===== src/rtl/im2col_row_scheduler.sv =====
// Row scheduler for one KxK im2col pass: fills a K-slot ring line buffer, then streams
// (pu, col, base) beats per output row with a one-row refill between rounds.
// Optional build macro IM2COL_SCHED_STALL_CNT_EN adds a saturating stall_cycles counter.
module im2col_row_scheduler #(
  parameter int IMG_W  = 32,
  parameter int IMG_H  = 32,
  parameter int K      = 5,
  parameter int NUM_PU = IMG_W - K + 1,
  parameter int OUT_H  = IMG_H - K + 1,
  localparam int RW = $clog2(IMG_H),
  localparam int SW = $clog2(K),
  localparam int PW = $clog2(NUM_PU),
  localparam int OW = $clog2(OUT_H)
) (
  input  logic          clk,
  input  logic          nrst,
  input  logic          start,
  output logic          busy,
  output logic          done,
  output logic          row_req,
  input  logic          row_ack,
  output logic [RW-1:0] row_idx,
  output logic [SW-1:0] lb_slot,
  output logic          map_valid,
  input  logic          map_ready,
  output logic [PW-1:0] map_pu,
  output logic [SW-1:0] map_col,
  output logic [SW-1:0] map_row_base,
  output logic          map_last,
  output logic [OW-1:0] round
`ifdef IM2COL_SCHED_STALL_CNT_EN
  , output logic [15:0] stall_cycles
`endif
);

  typedef enum logic [1:0] {IDLE, FILL, MAP, REFILL} state_t;

  state_t        state_q, state_d;
  logic          busy_d, done_d, row_req_d, map_valid_d, map_last_d;
  logic [RW-1:0] row_idx_d;
  logic [SW-1:0] lb_slot_d, map_col_d, map_row_base_d;
  logic [PW-1:0] map_pu_d;
  logic [OW-1:0] round_d;

  // Ring slots wrap explicitly since K is generally not a power of two.
  function automatic logic [SW-1:0] slot_inc(input logic [SW-1:0] s);
    return (s == SW'(K - 1)) ? '0 : s + SW'(1);
  endfunction

  always_ff @(posedge clk or negedge nrst) begin
    if (!nrst) begin
      state_q      <= IDLE;
      busy         <= 1'b0;
      done         <= 1'b0;
      row_req      <= 1'b0;
      row_idx      <= '0;
      lb_slot      <= '0;
      map_valid    <= 1'b0;
      map_pu       <= '0;
      map_col      <= '0;
      map_row_base <= '0;
      map_last     <= 1'b0;
      round        <= '0;
    end else begin
      state_q      <= state_d;
      busy         <= busy_d;
      done         <= done_d;
      row_req      <= row_req_d;
      row_idx      <= row_idx_d;
      lb_slot      <= lb_slot_d;
      map_valid    <= map_valid_d;
      map_pu       <= map_pu_d;
      map_col      <= map_col_d;
      map_row_base <= map_row_base_d;
      map_last     <= map_last_d;
      round        <= round_d;
    end
  end

  always_comb begin
    state_d        = state_q;
    busy_d         = busy;
    done_d         = 1'b0;
    row_req_d      = row_req;
    row_idx_d      = row_idx;
    lb_slot_d      = lb_slot;
    map_valid_d    = map_valid;
    map_pu_d       = map_pu;
    map_col_d      = map_col;
    map_row_base_d = map_row_base;
    map_last_d     = map_last;
    round_d        = round;
    case (state_q)
      IDLE: if (start) begin
        state_d        = FILL;
        busy_d         = 1'b1;
        row_req_d      = 1'b1;
        row_idx_d      = '0;
        lb_slot_d      = '0;
        map_pu_d       = '0;
        map_col_d      = '0;
        map_row_base_d = '0;
        map_last_d     = 1'b0;
        round_d        = '0;
      end
      FILL: if (row_ack) begin
        if (row_idx == RW'(K - 1)) begin
          state_d        = MAP;
          row_req_d      = 1'b0;
          map_valid_d    = 1'b1;
          map_pu_d       = '0;
          map_col_d      = '0;
          map_row_base_d = '0;
          round_d        = '0;
        end else begin
          row_idx_d = row_idx + RW'(1);
          lb_slot_d = slot_inc(lb_slot);
        end
      end
      MAP: if (map_ready) begin
        if (map_last) begin
          map_valid_d = 1'b0;
          map_last_d  = 1'b0;
          if (round == OW'(OUT_H - 1)) begin
            state_d = IDLE;
            done_d  = 1'b1;
            busy_d  = 1'b0;
          end else begin
            // Next image row replaces the oldest line, which sits at the ring base.
            state_d   = REFILL;
            row_req_d = 1'b1;
            row_idx_d = RW'(K) + RW'(round);
            lb_slot_d = map_row_base;
          end
        end else begin
          if (map_col == SW'(K - 1)) begin
            map_col_d = '0;
            map_pu_d  = map_pu + PW'(1);
          end else begin
            map_col_d = map_col + SW'(1);
          end
          map_last_d = (map_pu_d == PW'(NUM_PU - 1)) && (map_col_d == SW'(K - 1));
        end
      end
      REFILL: if (row_ack) begin
        state_d        = MAP;
        row_req_d      = 1'b0;
        map_valid_d    = 1'b1;
        map_row_base_d = slot_inc(map_row_base);
        round_d        = round + OW'(1);
        map_pu_d       = '0;
        map_col_d      = '0;
      end
      default: state_d = IDLE;
    endcase
  end

`ifdef IM2COL_SCHED_STALL_CNT_EN
  always_ff @(posedge clk or negedge nrst) begin
    if (!nrst)                                               stall_cycles <= '0;
    else if (state_q == IDLE && start)                       stall_cycles <= '0;
    else if (map_valid && !map_ready && stall_cycles != '1)  stall_cycles <= stall_cycles + 16'd1;
  end
`endif

endmodule


===== config.mk =====
export PLATFORM = sky130hd
export DESIGN_NAME = im2col_row_scheduler
export DESIGN_NICKNAME = d
export VERILOG_FILES = /design/src/rtl/im2col_row_scheduler.sv
export SDC_FILE = /design/constraint.sdc
export NUM_CORES = 1
export LEC_CHECK = 0
export CORE_UTILIZATION = 57
export DETAILED_ROUTE_END_ITERATION = 10
export PLACE_DENSITY = 0.88
export SYNTH_ARGS = -nofsm -noshare
export SYNTH_HDL_FRONTEND = slang
export SYNTH_SLANG_ARGS = --single-unit
export TNS_END_PERCENT = 30

===== constraint.sdc =====
create_clock -name clk -period 6.3 [get_ports clk]
set_clock_uncertainty 0.1 [all_clocks]
set_input_delay 1.26 -clock clk [delete_from_list [all_inputs] [get_ports clk]]
set_output_delay 1.26 -clock clk [all_outputs]
set_load 0.1 [all_outputs]

==> impl_metrics.json, run 1 <==
{
  "worst-path-stages": 1,
  "arrival_ns": 2.07,
  "ctsResizeCount": 0,
  "path_buf_inv": 1,
  "wire_per_inst_microns": 15.6,
  "drt-total-wl_microns": 4710,
  "r2r_end": "map_last",
  "synth-seq-cells": 31,
  "cts_tree": "done",
  "place.gp.congestion": 0.842,
  "clk_pin_slew_worst_paths_ns": 0.10,
  "worstPathRequired_ns": 4.94,
  "cts_root_buf": "clkbuf_4",
  "critical_path.max_stage_delay_ns": 1.20,
  "critPathMaxFanout": 10,
  "track_usage": 0.265,
  "hp-class": "flip-flop to flip-flop",
  "clock-sinks": 31,
  "layout.nets": 274,
  "design.core.area_sq_um": 3390,
  "preCtsSetupSlack_ns": 2.91,
  "drc": 0,
  "antenna_found_initial": 0,
  "clk_latency_ns": 0.34,
  "p_per_area_nw_per_um2": 466,
  "min_from": "row_req",
  "worstMarginPinSlew_ns": 0.974,
  "rows": 21,
  "grt_max_degree": 32,
  "ys_types": 51,
  "p_total_mw": 1.14,
  "synth_top_area_cell": "dfrtp_1",
  "die_x_microns": 62.1,
  "syn2layout_area_growth_pct": 19.1,
  "maxCapViolCount": 0,
  "fin_area_sq_um": 2450,
  "syn_inst": 226,
  "worstSetupPathType": "flip-flop to primary output",
  "final_common_cell": "clkdlybuf4s50_1",
  "fmax_mhz": 291,
  "rsz0062_at_grt": "false",
  "n_fill_cell": 261,
  "reg2regPathDepth": 6,
  "maxSlewViolCount": 0,
  "place_area_sq_um": 2400,
  "cp-end-kind": "primary output",
  "relSlewSlack": 0.349,
  "r2r_start": "state_q[0]",
  "vias_per_cell": 6.18,
  "finalSetupTns_ns": 0,
  "setup_viol": 0,
  "ctsHtreeMaxLevel": 2,
  "syn_area_sq_um": 2060,
  "run_status": "finished, final reports clean",
  "io_buffers": 33,
  "async_reset_ff_frac": 1.00,
  "multiInputGateArea_sq_um": 1160,
  "min_period_ns": 3.43,
  "drt_iter0_markers": 165,
  "finalCritPeriodShare": 0.545,
  "gr-total-overflow": 0,
  "synth_flop_cell": "dfrtp_1",
  "crit_end": "round[2]",
  "clock_path_buffers": 2,
  "seq_area_sq_um": 776,
  "ys_warn_count": 0,
  "dieArea_sq_um": 3860,
  "die_h_microns": 62.1,
  "synth_top_area_frac": 0.377,
  "dr.pass1.iters": 4,
  "worstPathCellList": "clkdlybuf4s50_1",
  "drive_gt1_frac": 0.0625,
  "hold_buffers": 0,
  "peakVddDrop_mv": 0.307,
  "crit_start": "round[2]",
  "ant_nets": 0,
  "num_vias": 1866,
  "ioPinCount": 34,
  "p_leak_nw": 1.05,
  "critPathTopFamily": "buffers and inverters",
  "diodes": 0,
  "cts_setup_buffers": 0,
  "syn_nets": 245,
  "slowest_stage": "clkdlybuf4s50_1",
  "worst_slack_ns": 2.87,
  "dp_hpwl_microns": 3270,
  "final_cell_mix": "clkdlybuf4s50_1 (33), dfrtp_1 (31), nand2_1 (23)",
  "start_util": 0.607,
  "ys_seq_area_frac": 0.377,
  "startpoint_type": "flip-flop",
  "r2r_setup_slack_ns": 3.47,
  "numCtsBuffers": 5,
  "synth_area_leaders": "dfrtp_1 (38%), ha_1 (8.5%), nand3_1 (5.1%)",
  "grt_pass1_vias": 1556,
  "grt_pass1_wl_microns": 7270,
  "synth_edf_count": 0,
  "hold_viol_final": 0,
  "avgSynthCellArea_sq_um": 9.11
}
[cell families (layout without fill, tap and decap cells)]
kind of cell               after synthesis  in the layout  share of synthesized area
AOI/OAI and AO/OA                       62             62                      0.220
muxes                                    6              6                     0.0310
and+or+nand+nor                         82             82                      0.217
buffers and inverters                   28             58                     0.0571
adders and majority gates               14             14                     0.0851
DFF                                     31             31                      0.377
xor gates and xnor gates                 3              3                     0.0128
[report_power, final]
part	switching (mW)	internal, mW	total [mW]	leakage, nW
Combinational	0.532	0.219	0.750	0.598
Sequential	0.0421	0.238	0.280	0.414
Clock	0.0715	0.0414	0.113	0.0347
Total	0.645	0.498	1.14	1.05
[metrics by stage]
step	hold WS, ns	utilization	instances
final	0.427	0.724	302
after global routing	0.476	0.724	302
after CTS	0.436	0.724	302
after detailed placement	0.409	0.708	294
after global placement	0.405	0.708	294
after floorplan	0.426	-	226
[sequential cells by signal, summed over array words and instances (netlist names)]
name,count
lb_slot,3
map_last,1
done,1
round,5
row_idx,5
busy,1
map_pu,5
map_col,3
map_row_base,3
map_valid,1
row_req,1
state_q,2
[worst min-delay path by stage]
stage,end,slack (ns),depth (start not counted)
after floorplan,state_q[1],0.43,1
after global placement,map_valid,0.40,2
after detailed placement,map_valid,0.41,2
after CTS,map_valid,0.44,2
after global routing,row_req,0.48,1
final,row_req,0.43,1
[cell type report]
| class | instances | area share |
|---|---|---|
| multi-input cells | 167 | 0.475 |
| flip-flops and latches | 31 | 0.316 |
| clock buffers | 5 | 0.0153 |
| repair buffers | 35 | 0.141 |
| well taps | 46 | 0.0235 |
| inverters | 15 | 0.0230 |
| clock inverters | 3 | 0.00612 |
[layer usage]
metal,wire length (microns),up-vias,track usage
li1,-,896,-
met1,2170,885,0.397
met2,2160,79,0.368
met3,322,6,0.0621
met4,51,0,0.102
met5,0,-,0
[synth_stat cells (2+ instances only)]
cell type,n
nand2_1,23
a22o_1,8
inv_1,13
o32ai_1,2
nor2_1,4
and4b_1,2
o2bb2ai_1,3
nor4b_1,2
a2bb2oi_1,2
nand4_1,2
ha_1,14
nand3_1,21
mux2_2,2
dfrtp_1,31
o311ai_1,2
a21oi_1,9
nand2b_1,6
or3_1,2
and2_1,2
clkbuf_1,9
o21ai_0,8
nor3_1,5
nand4b_1,3
o31ai_1,7
o21ai_1,7
or4_1,2
xor2_1,3
o22ai_1,3
a221o_1,2
nor2b_1,3
o211ai_1,2
mux2i_1,3
(Power assumes the default switching activity.)
==> inputs of run 2 (changes only) <==
Settings changed: CORE_UTILIZATION 57 to 48, PLACE_DENSITY 0.88 to 0.79.
Clock period 6.3 ns to 2.8 ns, I/O delays scaled along.
==> impl_metrics.json, run 2 (synthesized netlist as in run 1, its figures left out) <==
{
  "run_status": "finished, final reports clean",
  "diodes": 0,
  "arrival_ns": 2.54,
  "worstPathRequired_ns": 2.89,
  "drc": 0,
  "antenna_found_initial": 0,
  "design.core.area_sq_um": 4060,
  "switching_share": 0.549,
  "maxSlewViolCount": 0,
  "r2r_start": "state_q[0]",
  "final_common_cell": "buf_4",
  "dr.pass1.iters": 5,
  "relSlewSlack": 0.642,
  "slowest_stage": "or4b_1",
  "seq_area_sq_um": 776,
  "place_area_sq_um": 2350,
  "final_cell_mix": "buf_4 (34), dfrtp_1 (31), nand2_1 (23)",
  "dp_hpwl_microns": 3470,
  "clk_latency_ns": 0.28,
  "ctsResizeCount": 0,
  "grt_max_degree": 32,
  "fin_hold_ws_ns": 0.415,
  "setup_viol": 0,
  "clock_path_buffers": 2,
  "p_per_area_nw_per_um2": 1090,
  "n_fill_cell": 341,
  "multiInputGateArea_sq_um": 1160,
  "largestRegisters": "map_pu (5), round (5), row_idx (5)",
  "cts_root_buf": "clkbuf_8",
  "place.gp.congestion": 0.860,
  "drt_iter0_markers": 148,
  "drt-total-wl_microns": 4900,
  "maxCapViolCount": 0,
  "hold_depth": 1,
  "gr-total-overflow": 0,
  "min_period_ns": 2.45,
  "clock-sinks": 31,
  "worstMarginPinSlew_ns": 0.532,
  "finalSetupTns_ns": 0,
  "r2r_end": "map_last",
  "power_switching_mw": 1.45,
  "dieArea_sq_um": 4550,
  "cts_tree": "done",
  "drive_gt1_frac": 0.175,
  "holdPathEnd": "row_req",
  "io_buffers": 33,
  "r2r_setup_slack_ns": 0.35,
  "worstPathCellList": "inv_1 > ha_1 > inv_2 > or4_1 > or4b_1 > o31ai_2",
  "min_from": "row_req",
  "fin_area_sq_um": 2430,
  "combPwrFrac": 0.642,
  "num_vias": 1871,
  "numCtsBuffers": 5,
  "die_h_microns": 67.5,
  "hp-class": "flip-flop to flip-flop",
  "p_leak_nw": 1.12,
  "track_usage": 0.235,
  "layout.nets": 277,
  "grt_pass1_wl_microns": 7840,
  "fmax_mhz": 407,
  "rsz0062_at_grt": "false",
  "grt_pass1_vias": 1682,
  "p_int_mw": 1.19,
  "start_util": 0.507,
  "ioPinCount": 34,
  "critPathMaxFanout": 11,
  "cp-end-kind": "flip-flop",
  "peakVddDrop_mv": 0.409,
  "worstSetupPathType": "flip-flop to flip-flop",
  "hold_buffers": 0,
  "ctsHtreeMaxLevel": 2,
  "finalCritPeriodShare": 0.877,
  "startpoint_type": "flip-flop",
  "die_x_microns": 67.5,
  "rows": 23,
  "clk_pin_slew_worst_paths_ns": 0.06,
  "p_clk_frac": 0.120,
  "wire_per_inst_microns": 16.0,
  "hold_viol_final": 0,
  "cts_setup_buffers": 0,
  "ant_nets": 0,
  "critical_path.max_stage_delay_ns": 0.51,
  "syn2layout_area_growth_pct": 17.9,
  "pwr-share-seq": 0.238,
  "reg2regPathDepth": 6,
  "vias_per_cell": 6.09
}
[run 2: cell types whose count changed in the layout (fill, tap and decap cells not counted), sizes merged]
cell and change:
buf +32, clkdlybuf4s50 -29, clkinv -3, clkbuf +1
[run 2: power groups by stage]
stage          clock (mW)  combinational [mW]  sequential [mW]
6_report            0.317                1.70            0.629
5_1_grt             0.346                1.82            0.642
4_1_cts             0.325                1.69            0.629
3_5_place_dp            0                1.69            0.633
3_3_place_gp            0                1.67            0.633
2_1_floorplan           0               0.849             1.10
[run 2: worst max path at each step]
stage,start,endpoint,slack [ns],cells past startpoint
6_report,state_q[0],map_last,0.35,6
5_1_grt,state_q[0],map_last,0.23,6
4_1_cts,state_q[0],map_last,0.37,6
3_5_place_dp,map_ready,lb_slot[1],0.31,5
3_3_place_gp,map_ready,lb_slot[1],0.36,5
2_1_floorplan,map_col[0],map_last,0.1,5
[run 2: area by class of cell]
| type | instances | share of cell area |
|---|---|---|
| clock buffer | 6 | 0.0299 |
| inverter | 15 | 0.0232 |
| multi-input combinational | 167 | 0.480 |
| sequential | 31 | 0.320 |
| tap | 50 | 0.0258 |
| timing repair buffer | 38 | 0.122 |
[run 2: critical path: cells and delay by family (launching register included)]
kind,cells,cell delay (ns)
adders and majority gates,1,0.38
DFF,1,0.40
and+or+nand+nor,2,1.00
AOI/OAI and AO/OA,1,0.19
buffers and inverters,2,0.30
[run 2: stage by stage]
step | total power, mW | utilization | setup slack [ns] | std cells
CTS | 2.64 | 0.598 | 0.371 | 307
global route | 2.81 | 0.598 | 0.233 | 307
finish | 2.64 | 0.598 | 0.346 | 307
global placement | 2.31 | 0.580 | 0.363 | 301
detailed placement | 2.32 | 0.580 | 0.314 | 301
floorplan | 1.95 | - | 0.0953 | 226
[run 2: routing by layer]
layer / share of wire / track usage / routed length, microns
met1: 0.49 / 0.322 / 2380
met2: 0.45 / 0.361 / 2210
met3: 0.049 / 0.0557 / 242
met4: 0.012 / 0.0771 / 58
met5: 0 / 0 / 0
==> inputs of run 3 (changes only) <==
Settings changed: PLACE_DENSITY 0.79 to unset, PLACE_DENSITY_LB_ADDON set to 0.2.
==> impl_metrics.json, run 3 (synthesized netlist as in run 1, its figures left out) <==
{
  "n_fill_cell": 359,
  "final_cell_mix": "buf_4 (34), dfrtp_1 (31), nand2_1 (23)",
  "die_h_microns": 67.5,
  "cts_tree": "done",
  "drc": 0,
  "grt_pass1_vias": 1554,
  "place_inst": 301,
  "critPathMaxFanout": 7,
  "layout.nets": 277,
  "vias_per_cell": 5.83,
  "io_buffers": 33,
  "grt_pass1_wl_microns": 7290,
  "slowest_stage": "a2111oi_4",
  "cts_setup_buffers": 0,
  "diodes": 0,
  "p_leak_nw": 1.12,
  "ioPinCount": 34,
  "gr-total-overflow": 0,
  "setup_viol": 0,
  "num_vias": 1800,
  "preCtsSetupSlack_ns": 0.293,
  "critPathTopFamily": "simple AND/OR/NAND/NOR gates",
  "clk_latency_ns": 0.28,
  "rows": 23,
  "worstPathRequired_ns": 2.89,
  "antenna_found_initial": 0,
  "run_status": "finished, final reports clean",
  "fin_hold_ws_ns": 0.413,
  "critical_path.max_stage_delay_ns": 0.52,
  "worst_slack_ns": 0.468,
  "numCtsBuffers": 5,
  "drt_iter0_markers": 78,
  "final_util": 0.600,
  "cts_root_buf": "clkbuf_8",
  "dp_hpwl_microns": 3260,
  "dieArea_sq_um": 4550,
  "clock_path_buffers": 2,
  "r2r_setup_slack_ns": 0.47,
  "multiInputGateArea_sq_um": 1160,
  "rsz0062_at_grt": "false",
  "largestRegisters": "map_pu (5), round (5), row_idx (5)",
  "design.core.area_sq_um": 4060,
  "clock-sinks": 31,
  "syn2layout_area_growth_pct": 18.4,
  "final_common_cell": "buf_4",
  "startpoint_type": "flip-flop",
  "maxCapViolCount": 0,
  "ctsHtreeMaxLevel": 2,
  "dr.pass1.iters": 4,
  "seq_area_sq_um": 776,
  "grt_max_degree": 32,
  "worstMarginPinSlew_ns": 0.514,
  "die_x_microns": 67.5,
  "finalSetupTns_ns": 0,
  "hp-class": "flip-flop to flip-flop",
  "cp-end-kind": "flip-flop",
  "min_period_ns": 2.33,
  "worstSetupPathType": "flip-flop to flip-flop",
  "worstPathCellList": "ha_1 > and4b_1 > a2111oi_4 > and2_1 > mux2i_1",
  "arrival_ns": 2.43,
  "drt-total-wl_microns": 4550,
  "fmax_mhz": 429,
  "relSlewSlack": 0.654,
  "start_util": 0.507,
  "wire_per_inst_microns": 14.7,
  "peakVddDrop_mv": 0.482,
  "ctsResizeCount": 0,
  "hold_buffers": 0,
  "clk_pin_slew_worst_paths_ns": 0.07,
  "maxSlewViolCount": 0,
  "ant_nets": 0,
  "final-instance-count-excl-fill": 309,
  "drive_gt1_frac": 0.178,
  "p_per_area_nw_per_um2": 1080,
  "hold_viol_final": 0,
  "path_buf_inv": 0,
  "finalCritPeriodShare": 0.833,
  "track_usage": 0.217,
  "place.gp.congestion": 0.895
}
[run 3: metrics by stage]
| step | cell area (sq um) | total power, mW |
|---|---|---|
| final | 2440 | 2.64 |
| after global routing | 2440 | 2.83 |
| after CTS | 2440 | 2.65 |
| after detailed placement | 2350 | 2.31 |
| after global placement | 2350 | 2.31 |
| after floorplan | 2060 | 1.95 |
[run 3: worst register-to-register path, delay by kind of cell (launching register included)]
| family | cells | cell delay [ns] |
|---|---|---|
| AND/OR/NAND/NOR | 2 | 0.65 |
| AO/OA/AOI/OAI | 1 | 0.52 |
| flip-flops | 1 | 0.45 |
| adder cells (fa/ha/maj) | 1 | 0.32 |
| multiplexers | 1 | 0.23 |
[run 3: final cells by class]
cell class                 count  area share
clock inverter                 1     0.00205
tap                           50      0.0257
inverter                      15      0.0231
clock buffer                   7      0.0313
timing repair buffer          38       0.121
sequential                    31       0.318
multi-input combinational    167       0.478
[run 3: worst paths after layout]
path                          start    endpoint  depth (start not counted)
min                         row_req     row_req                          1
max                        round[0]  lb_slot[1]                          5
max in group asynchronous      nrst    round[0]                          2
max reg2reg                round[0]  lb_slot[1]                          5
min in group asynchronous      nrst     row_req                          2
min reg2reg                 row_req     row_req                          1
[run 3: per-layer routing]
| metal | global-route usage | up-vias | routed length, microns |
|---|---|---|---|
| met3 | 0.0422 | 8 | 215 |
| met5 | 0 | - | 0 |
| met4 | 0.0957 | 0 | 72 |
| met1 | 0.311 | 844 | 2260 |
| li1 | - | 904 | - |
| met2 | 0.312 | 44 | 2000 |
[run 3: power breakdown]
group	internal [mW]	switching (mW)	total (mW)
Sequential	0.536	0.0880	0.624
Combinational	0.490	1.20	1.69
Clock	0.174	0.159	0.333
Total	1.20	1.44	2.64
